`src/rtl/ddr_rd_align.sv`:
```
// DDR read-capture aligner: finds which sample set and latency carry the
// read data, then delivers aligned two-beat words with a matching valid.
//
// Ports:
//   PCLK, RESET          clock, asynchronous active-high reset
//   iob_q   [4*WIDTH]    raw deserialiser samples, lane n sample k at 4*n+k
//   rd_en                one read word issued to memory this cycle
//   cal_req              pulse that starts a calibration run
//   rd_data [2*WIDTH]    aligned word, beat0 low half, beat1 high half
//   rd_valid             rd_data carries a returned word
//   cal_busy/done/fail   calibration status
//   cal_shift, cal_lat   chosen alignment and latency
module ddr_rd_align #(
    parameter int          WIDTH   = 16,
    parameter int          MAX_LAT = 15,
    parameter logic [3:0]  CAL_PAT = 4'b0110,
    parameter int          RETRIES = 4
) (
    input  logic                 PCLK,
    input  logic                 RESET,
    input  logic [4*WIDTH-1:0]   iob_q,
    input  logic                 rd_en,
    input  logic                 cal_req,
    output logic [2*WIDTH-1:0]   rd_data,
    output logic                 rd_valid,
    output logic                 cal_busy,
    output logic                 cal_done,
    output logic                 cal_fail,
    output logic [2:0]           cal_shift,
    output logic [3:0]           cal_lat
);

    localparam int CW = $clog2(MAX_LAT + 2);
    localparam int AW = $clog2(RETRIES + 1);

    localparam logic [WIDTH-1:0] P0 = {WIDTH{CAL_PAT[0]}};
    localparam logic [WIDTH-1:0] P1 = {WIDTH{CAL_PAT[1]}};
    localparam logic [WIDTH-1:0] P2 = {WIDTH{CAL_PAT[2]}};
    localparam logic [WIDTH-1:0] P3 = {WIDTH{CAL_PAT[3]}};

    typedef enum logic [2:0] {
        IDLE,
        ARM,
        SEARCH,
        DONE,
        FAIL
    } state_t;

    state_t state, state_n;

    logic [WIDTH-1:0] b0   [8];
    logic [WIDTH-1:0] b1   [8];
    logic [WIDTH-1:0] b1_q [4];

    logic [7:0] hit01, hit01_q, hit23, match;
    logic [2:0] sel;
    logic       any_match;

    logic [CW-1:0] cnt, cnt_n;
    logic [AW-1:0] att, att_n;
    logic [2:0]    shift_n;
    logic [3:0]    lat_n;

    logic               en;
    logic [MAX_LAT-1:0] dly;
    logic [MAX_LAT:0]   taps;

    // Candidates 0..3 pick a sample pair from this cycle; 4..7 reuse
    // the same pair but slip one beat, pairing last cycle's b1 with
    // this cycle's b0.
    always_comb begin
        b0 = '{default: '0};
        b1 = '{default: '0};
        for (int k = 0; k < 4; k++) begin
            for (int n = 0; n < WIDTH; n++) begin
                b0[k][n] = iob_q[4*n + k];
                b1[k][n] = iob_q[4*n + (k ^ 2)];
            end
        end
        for (int k = 0; k < 4; k++) begin
            b0[k+4] = b1_q[k];
            b1[k+4] = b0[k];
        end
    end

    always_comb begin
        hit01 = '0;
        hit23 = '0;
        for (int s = 0; s < 8; s++) begin
            hit01[s] = (b0[s] == P0) && (b1[s] == P1);
            hit23[s] = (b0[s] == P2) && (b1[s] == P3);
        end
    end

    // The first pattern word is remembered as one flag per candidate,
    // so a match is simply "first word last cycle, second word now".
    assign match     = hit01_q & hit23;
    assign any_match = |match;

    always_comb begin
        sel = '0;
        for (int s = 7; s >= 0; s--) begin
            if (match[s]) sel = 3'(s);
        end
    end

    always_ff @(posedge PCLK or posedge RESET) begin
        if (RESET) begin
            b1_q    <= '{default: '0};
            hit01_q <= '0;
        end else begin
            for (int k = 0; k < 4; k++) b1_q[k] <= b1[k];
            hit01_q <= hit01;
        end
    end

    always_ff @(posedge PCLK or posedge RESET) begin
        if (RESET) begin
            state     <= IDLE;
            cnt       <= '0;
            att       <= '0;
            cal_shift <= '0;
            cal_lat   <= '0;
        end else begin
            state     <= state_n;
            cnt       <= cnt_n;
            att       <= att_n;
            cal_shift <= shift_n;
            cal_lat   <= lat_n;
        end
    end

    // cnt equals the number of SEARCH cycles elapsed including the
    // current one, so the first pattern word sat at cycle cnt-1.
    always_comb begin
        state_n  = state;
        cnt_n    = cnt;
        att_n    = att;
        shift_n  = cal_shift;
        lat_n    = cal_lat;
        cal_busy = 1'b0;
        cal_done = 1'b0;
        cal_fail = 1'b0;
        unique case (state)
            IDLE, DONE, FAIL: begin
                cal_done = (state == DONE);
                cal_fail = (state == FAIL);
                if (cal_req) begin
                    state_n = ARM;
                    att_n   = '0;
                end
            end
            ARM: begin
                cal_busy = 1'b1;
                if (rd_en) begin
                    state_n = SEARCH;
                    cnt_n   = CW'(1);
                end
            end
            SEARCH: begin
                cal_busy = 1'b1;
                cnt_n    = cnt + CW'(1);
                if (any_match) begin
                    state_n = DONE;
                    shift_n = sel;
                    lat_n   = 4'(cnt - CW'(1));
                end else if (cnt == CW'(MAX_LAT + 1)) begin
                    att_n = att + AW'(1);
                    if (att_n < AW'(RETRIES)) begin
                        state_n = ARM;
                    end else begin
                        state_n = FAIL;
                        shift_n = '0;
                        lat_n   = '0;
                    end
                end
            end
            default: state_n = IDLE;
        endcase
    end

    // Issued reads ride a delay line; tap cal_lat gives the cycle the
    // word is sampled, and the valid lands with the registered data.
    assign en   = rd_en && (state == DONE);
    assign taps = {dly, en};

    always_ff @(posedge PCLK or posedge RESET) begin
        if (RESET) begin
            dly      <= '0;
            rd_valid <= 1'b0;
        end else if (state_n != DONE) begin
            dly      <= '0;
            rd_valid <= 1'b0;
        end else begin
            dly      <= taps[MAX_LAT-1:0];
            rd_valid <= taps[cal_lat];
        end
    end

    always_ff @(posedge PCLK or posedge RESET) begin
        if (RESET) begin
            rd_data <= '0;
        end else begin
            rd_data <= {b1[cal_shift], b0[cal_shift]};
        end
    end

endmodule

```
`config.mk`:
```
export PLATFORM = sky130hd
export DESIGN_NAME = ddr_rd_align
export DESIGN_NICKNAME = d
export VERILOG_FILES = /design/src/rtl/ddr_rd_align.sv
export SDC_FILE = /design/constraint.sdc
export NUM_CORES = 1
export LEC_CHECK = 0
export ABC_AREA = 1
export CELL_PAD_IN_SITES_DETAIL_PLACEMENT = 1
export CELL_PAD_IN_SITES_GLOBAL_PLACEMENT = 1
export CORE_MARGIN = 3
export CORE_UTILIZATION = 40
export CTS_CLUSTER_SIZE = 25
export DETAILED_ROUTE_END_ITERATION = 16
export PLACE_DENSITY = 0.9
export SLEW_MARGIN = 25
export SYNTH_ARGS = -nofsm -noshare
export SYNTH_HDL_FRONTEND = slang
export SYNTH_SLANG_ARGS = --single-unit
```
`constraint.sdc`:
```
create_clock -name PCLK -period 5.71 [get_ports PCLK]
set_input_delay 1.142 -clock PCLK [delete_from_list [all_inputs] [get_ports PCLK]]
set_output_delay 1.142 -clock PCLK [all_outputs]
set_load 0.005 [all_outputs]
```
==> results.tsv, run 1 <==
metric	value	unit
CTS tree	yes	
Post-CTS Setup Inserts	0	
Tcrit/Tclk final	0.553	
CP Launch Type	register	
clk slew on worst S/H paths	0.06	ns
DPL Wire Length	17100	um
Post-synth EDFFs	0	
commonest non-fill, non-tap cell in the layout	nand2_1	
gpl congestion	0.892	
met1 Use GR	0.345	
total core area	16600	um2
IR drop worst, VDD	210	uV
PortBufs	110	
worst min path class	register to register	
Mapped Nets	935	
pwr dens	296	nW/um2
CP Cell Sequence	nor3_4 > inv_2 > nand2_1 > clkdlybuf4s50_1	
GR peak layer	met2	
TNS Setup	0	ns
Setup Crit Path Kind	register to primary output	
Max Fclk	317	MHz
initial antenna violation count	0	
asr flop ratio synth	1.00	
DRT Wirelength	23900	um
sequential area share after synthesis	0.505	
post-synthesis cell area	6830	um2
Chip Height	137	um
maxcap violations	0	
Rows	47	
CP peak stage delay	0.50	ns
status	completed	
worst skew pair latency	0.44	ns
Die Area	18700	um2
detailed-route DRC error count	0	
largest net degree at the start of global routing	112	
CP Max Fanout	8	
Fillers	1987	
Layout Nets	1039	
Slew HR	0.409	
worst-margin pin slew	0.887	ns
dominant register cell in the synthesized netlist	dfrtp_1	
cells after synthesis	863	
RSZ-0062 raised after global routing	false	
routing usage on met3	0.0485	
Lkg Pwr	3.99	nW
top-area cell type share of the netlist area	0.505	
wire per inst	19.9	um
CP Data Required Time	4.57	ns
post-layout minimum cycle time	3.16	ns
Post-CTS Hold Buffers	0	
TritonRoute pass-1 iters	5	
Mapped Avg Cell Area	7.92	um2
final hold viol count	0	
routed vias	6601	
hold slack	0.466	ns
io pins	111	
Resized cells post-CTS	0	
ANT cells	0	
crit end category	primary output	
die width	137	um
fin util	0.524	
initial drt markers	515	
Num CTS Buffers	17	
DR vias/cell	5.50	
worst-case clock skew	0.00956	ns
Final ANT Viol Nets	0	
M2 GR Usage	0.439	
Layout area overhead	27.6	%
register bit count reported by yosys	138	
H-tree depth	4	
Final setup viols	0	
Pwr Total	2.58	mW
Synth area leader	dfrtp_1	
starting density of the core	0.411	
Unique masters post-synth	39	
GR Overflow Total	0	
top cells by area, synth	dfrtp_1 (51%), nand2_1 (12%), nor2_1 (8.3%)	
Worst Path Arrival	2.01	ns
YS warnings	0	
GRT Util Overall	0.266	
Slew Viols, Final	0	
CTS sink cnt	138	
CP max stage cell	clkdlybuf4s50_1	
CTS Buffer Depth	2	
most frequent cells in the layout	nand2_1 (219), nor2_1 (152), dfrtp_1 (137), clkdlybuf4s50_1 (110), inv_1 (84)	
vias in the first global route	7062	
first-pass GRT wire length	37600	um
CTS root buffer	clkbuf_16	
share of layout cells above drive strength 1	0.0714	
logic make-up after synthesis:
| logic type | share of synthesized area |
|---|---|
| fa+ha+maj | 0.00732 |
| compound gates | 0.0901 |
| xor+xnor | 0.00769 |
| simple gates | 0.294 |
| mux | 0.0264 |
| flops | 0.505 |
| buf+inv | 0.0696 |
flip-flops by register name (all words and copies together), names as in the netlist:
name       flops
hit01_q        8
cnt            5
att            3
b0            64
cal_lat        4
state          3
dly           15
cal_shift      3
rd_valid       1
rd_data       32
final cells by class:
cell class / instances / area, um2 / area share
Sequential cell: 138 / 3450 / 0.396
Multi-Input combinational cell: 606 / 2910 / 0.333
Timing Repair Buffer: 114 / 1130 / 0.130
Clock buffer: 17 / 425 / 0.0488
Inverter: 90 / 345 / 0.0396
Tap cell: 220 / 275 / 0.0316
Clock inverter: 15 / 181 / 0.0208
routing by layer:
| layer | up-vias | part of all wire |
|---|---|---|
| met2 | 262 | 0.48 |
| met1 | 3270 | 0.43 |
| li1 | 3006 | - |
| met3 | 63 | 0.057 |
| met5 | - | 0 |
| met4 | 0 | 0.033 |
critical path: cells and delay by family (launching register included):
family / cells / cell delay, ns
DFF: 1 / 0.44
buffers and inverters: 2 / 0.67
and+or+nand+nor: 2 / 0.48
Yosys cell counts, types with 2 or more instances:
| master | instances |
|---|---|
| nand4_1 | 16 |
| nor4_1 | 15 |
| xor2_1 | 4 |
| buf_6 | 2 |
| mux2_2 | 12 |
| clkbuf_1 | 18 |
| o21ai_0 | 55 |
| buf_2 | 5 |
| nor2_2 | 4 |
| nor3_1 | 23 |
| mux2_1 | 4 |
| nand2_2 | 6 |
| inv_2 | 5 |
| nand3b_1 | 3 |
| inv_1 | 85 |
| a21oi_1 | 17 |
| o22ai_1 | 2 |
| nand2_1 | 219 |
| o21ai_1 | 2 |
| nand3_1 | 36 |
| buf_1 | 2 |
| a311oi_1 | 16 |
| a221oi_1 | 3 |
| nor2_1 | 152 |
| buf_4 | 2 |
| xnor2_1 | 2 |
| dfrtp_1 | 138 |
| ha_1 | 4 |
power by group:
group	switching, mW	total [mW]	internal (mW)	leakage [nW]
combinational	0.217	0.362	0.145	2.00
sequential	0.0495	1.08	1.03	1.70
clock	0.481	1.14	0.663	0.294
total	0.748	2.58	1.84	3.99
per-stage QoR:
step	setup WS, ns	instances	cell area, um2
after floorplan	0.872	863	6830
after global placement	2.40	1168	8110
after detailed placement	2.35	1168	8110
after CTS	2.54	1200	8720
after global routing	2.45	1200	8720
final	2.55	1200	8720
path summary, 6_finish.rpt:
kind / from / endpoint / cells past startpoint / slack, ns
max: state[0]$_DFF_PP0_ / cal_busy / 4 / 2.55
min: dly[1]$_DFF_PP0_ / dly[2]$_DFF_PP0_ / 2 / 0.47
max reg2reg: cal_shift[1]$_DFFE_PP0P_ / rd_data[17]$_DFF_PP0_ / 5 / 3.07
min reg2reg: dly[1]$_DFF_PP0_ / dly[2]$_DFF_PP0_ / 2 / 0.47
max in group asynchronous: RESET / cal_lat[2]$_DFFE_PP0P_ / 3 / 3.59
min in group asynchronous: RESET / b0[61]$_DFF_PP0_ / 2 / 1.25
Power figures use the tool's default switching activity.
==> run 2: changes to the inputs <==
--- a/config.mk
+++ b/config.mk
@@ -9,10 +9,10 @@
 export CELL_PAD_IN_SITES_DETAIL_PLACEMENT = 1
 export CELL_PAD_IN_SITES_GLOBAL_PLACEMENT = 1
 export CORE_MARGIN = 3
-export CORE_UTILIZATION = 40
+export CORE_UTILIZATION = 36
 export CTS_CLUSTER_SIZE = 25
 export DETAILED_ROUTE_END_ITERATION = 16
-export PLACE_DENSITY = 0.9
+export PLACE_DENSITY = 0.86
 export SLEW_MARGIN = 25
 export SYNTH_ARGS = -nofsm -noshare
 export SYNTH_HDL_FRONTEND = slang
==> constraint.sdc (replaced) <==
create_clock -name PCLK -period 2.8 [get_ports PCLK]
set_input_delay 0.56 -clock PCLK [delete_from_list [all_inputs] [get_ports PCLK]]
set_output_delay 0.56 -clock PCLK [all_outputs]
set_load 0.005 [all_outputs]
==> run 2 against run 1 <==
Against the previous run:
- cell area increased by 0.33%
- core utilization is 4.7 points lower
- total power rose by 99%
- hold slack about the same
- wire length down 2.0%
- final cell count up 1.1%
- critical endpoint unchanged
- sequential power is 100% higher
- largest power group unchanged
- setup slack lost 2.2 ns
- via count shrank 1.2%
==> results.tsv, run 2 (synthesized netlist as in run 1, its figures left out) <==
metric	value	unit
Layout Nets	1043	
max reg flops	64	
CP Launch Type	register	
Layout area overhead	28.0	%
area of the multi-input gates	2910	um2
Crit path max-delay family	buffers and inverters	
Num CTS Buffers	17	
FF-to-FF path depth	4	
TNS Setup	0	ns
CP peak stage delay	0.49	ns
CP Data Required Time	2.24	ns
gpl congestion	0.932	
CTS sink cnt	138	
CP startpoint	state[0]$_DFF_PP0_	
IR drop worst, VDD	363	uV
Non-Filler Instances	1213	
CP bufs+invs	3	
largest net degree at the start of global routing	89	
Chip Height	144	um
worst-case clock skew	0.00931	ns
Worst setup endpoint	cal_busy	
pwr dens	588	nW/um2
worst-margin pin slew	0.827	ns
maxcap violations	0	
CTS Buffer Depth	2	
Lkg Pwr	4.00	nW
worst reg2reg path endpoint	rd_data[21]$_DFF_PP0_	
TritonRoute pass-1 iters	5	
H-tree depth	4	
Tcrit/Tclk final	0.873	
R2R setup slack	0.54	ns
R2R Path Start	cal_shift[1]$_DFFE_PP0P_	
die width	144	um
Setup Crit Path Kind	register to primary output	
GRT Util Overall	0.237	
CP max stage cell	clkdlybuf4s50_1	
CP Depth	5	
io pins	111	
Die Area	20700	um2
RSZ-0062 raised after global routing	false	
crit end category	primary output	
CP Max Fanout	8	
ANT cells	0	
Post-CTS Hold Buffers	0	
routed vias	6522	
register area	3450	um2
Slew HR	0.449	
share of layout cells above drive strength 1	0.0752	
vias in the first global route	6903	
Sw Share	0.303	
worst skew pair latency	0.43	ns
initial drt markers	384	
CTS root buffer	clkbuf_16	
Seq pwr share	0.426	
Rows	49	
Slew Viols, Final	0	
DPL Wire Length	17200	um
final hold viol count	0	
PortBufs	110	
most frequent cells in the layout	nand2_1 (219), nor2_1 (152), dfrtp_1 (137), clkdlybuf4s50_1 (110), inv_1 (84)	
Fillers	2196	
total core area	18300	um2
Final setup viols	0	
DRT Wirelength	23500	um
Pint	3.59	mW
CTS tree	yes	
post-layout minimum cycle time	2.44	ns
first-pass GRT wire length	37500	um
detailed-route DRC error count	0	
GR Overflow Total	0	
status	completed	
clk slew on worst S/H paths	0.07	ns
starting density of the core	0.373	
worst min path class	register to register	
Logic pwr share	0.144	
DR vias/cell	5.38	
Final ANT Viol Nets	0	
commonest non-fill, non-tap cell in the layout	nand2_1	
Post-CTS Setup Inserts	0	
Max Fclk	409	MHz
Resized cells post-CTS	0	
fin util	0.477	
net switching power	1.56	mW
wire per inst	19.3	um
placed cell count	1181	
Worst Path Arrival	1.88	ns
CP Cell Sequence	nor3_4 > buf_4 > inv_2 > nand2_1 > clkdlybuf4s50_1	
Clock Power Share	0.431	
initial antenna violation count	0	
run 2: changes by cell type in the layout (fill, tap and decap cells not counted):
cell	delta
buf_12	+2
buf_4	+2
bufinv_16	-2
clkinv_4	+2
clkinv_8	+1
inv_8	-1
run 2: stage by stage:
step | hold slack (ns) | power, mW | cell area, um2 | setup slack, ns
5_1_grt | 0.486 | 5.35 | 8750 | 0.233
3_5_place_dp | 0.455 | 2.95 | 8170 | 0.0675
6_report | 0.466 | 5.15 | 8750 | 0.357
3_3_place_gp | 0.451 | 2.93 | 8170 | 0.0832
4_1_cts | 0.470 | 5.16 | 8750 | 0.344
2_1_floorplan | 0.436 | 2.59 | 6840 | 0.519
run 2: how the worst min path moves through the flow:
| stage | from | end | cells past startpoint |
|---|---|---|---|
| after global routing | dly[11]$_DFF_PP0_ | dly[12]$_DFF_PP0_ | 2 |
| after floorplan | dly[11]$_DFF_PP0_ | dly[12]$_DFF_PP0_ | 2 |
| final | dly[11]$_DFF_PP0_ | dly[12]$_DFF_PP0_ | 2 |
| after CTS | dly[11]$_DFF_PP0_ | dly[12]$_DFF_PP0_ | 2 |
| after detailed placement | dly[1]$_DFF_PP0_ | dly[2]$_DFF_PP0_ | 2 |
| after global placement | dly[2]$_DFF_PP0_ | dly[3]$_DFF_PP0_ | 2 |
run 2: final cells by class:
cell class,instances,area share
tap,229,0.0328
inverter,90,0.0391
clock inverter,15,0.0169
multi-input combinational,606,0.332
sequential,138,0.395
timing repair buffer,118,0.136
clock buffer,17,0.0486
run 2: worst reg2reg max path, cell delays in order (launching register included):
cell	delay, ns
dfrtp_1	0.44
inv_2	0.33
or2_2	0.49
nand2_2	0.41
mux2_1	0.46
run 2: power by group through the flow:
stage                     combinational (mW)  sequential (mW)  clock [mW]
final                                  0.739             2.19        2.22
after global routing                   0.821             2.20        2.33
after CTS                              0.748             2.19        2.23
after detailed placement               0.729             2.23           0
after global placement                 0.708             2.22           0
after floorplan                        0.387             2.20           0
run 2: routing by layer:
layer,up-vias,track usage,share of wire
met5,-,0,0
met4,0,0.0852,0.029
met3,50,0.0483,0.061
met2,231,0.379,0.46
met1,3218,0.321,0.45
li1,3023,-,-
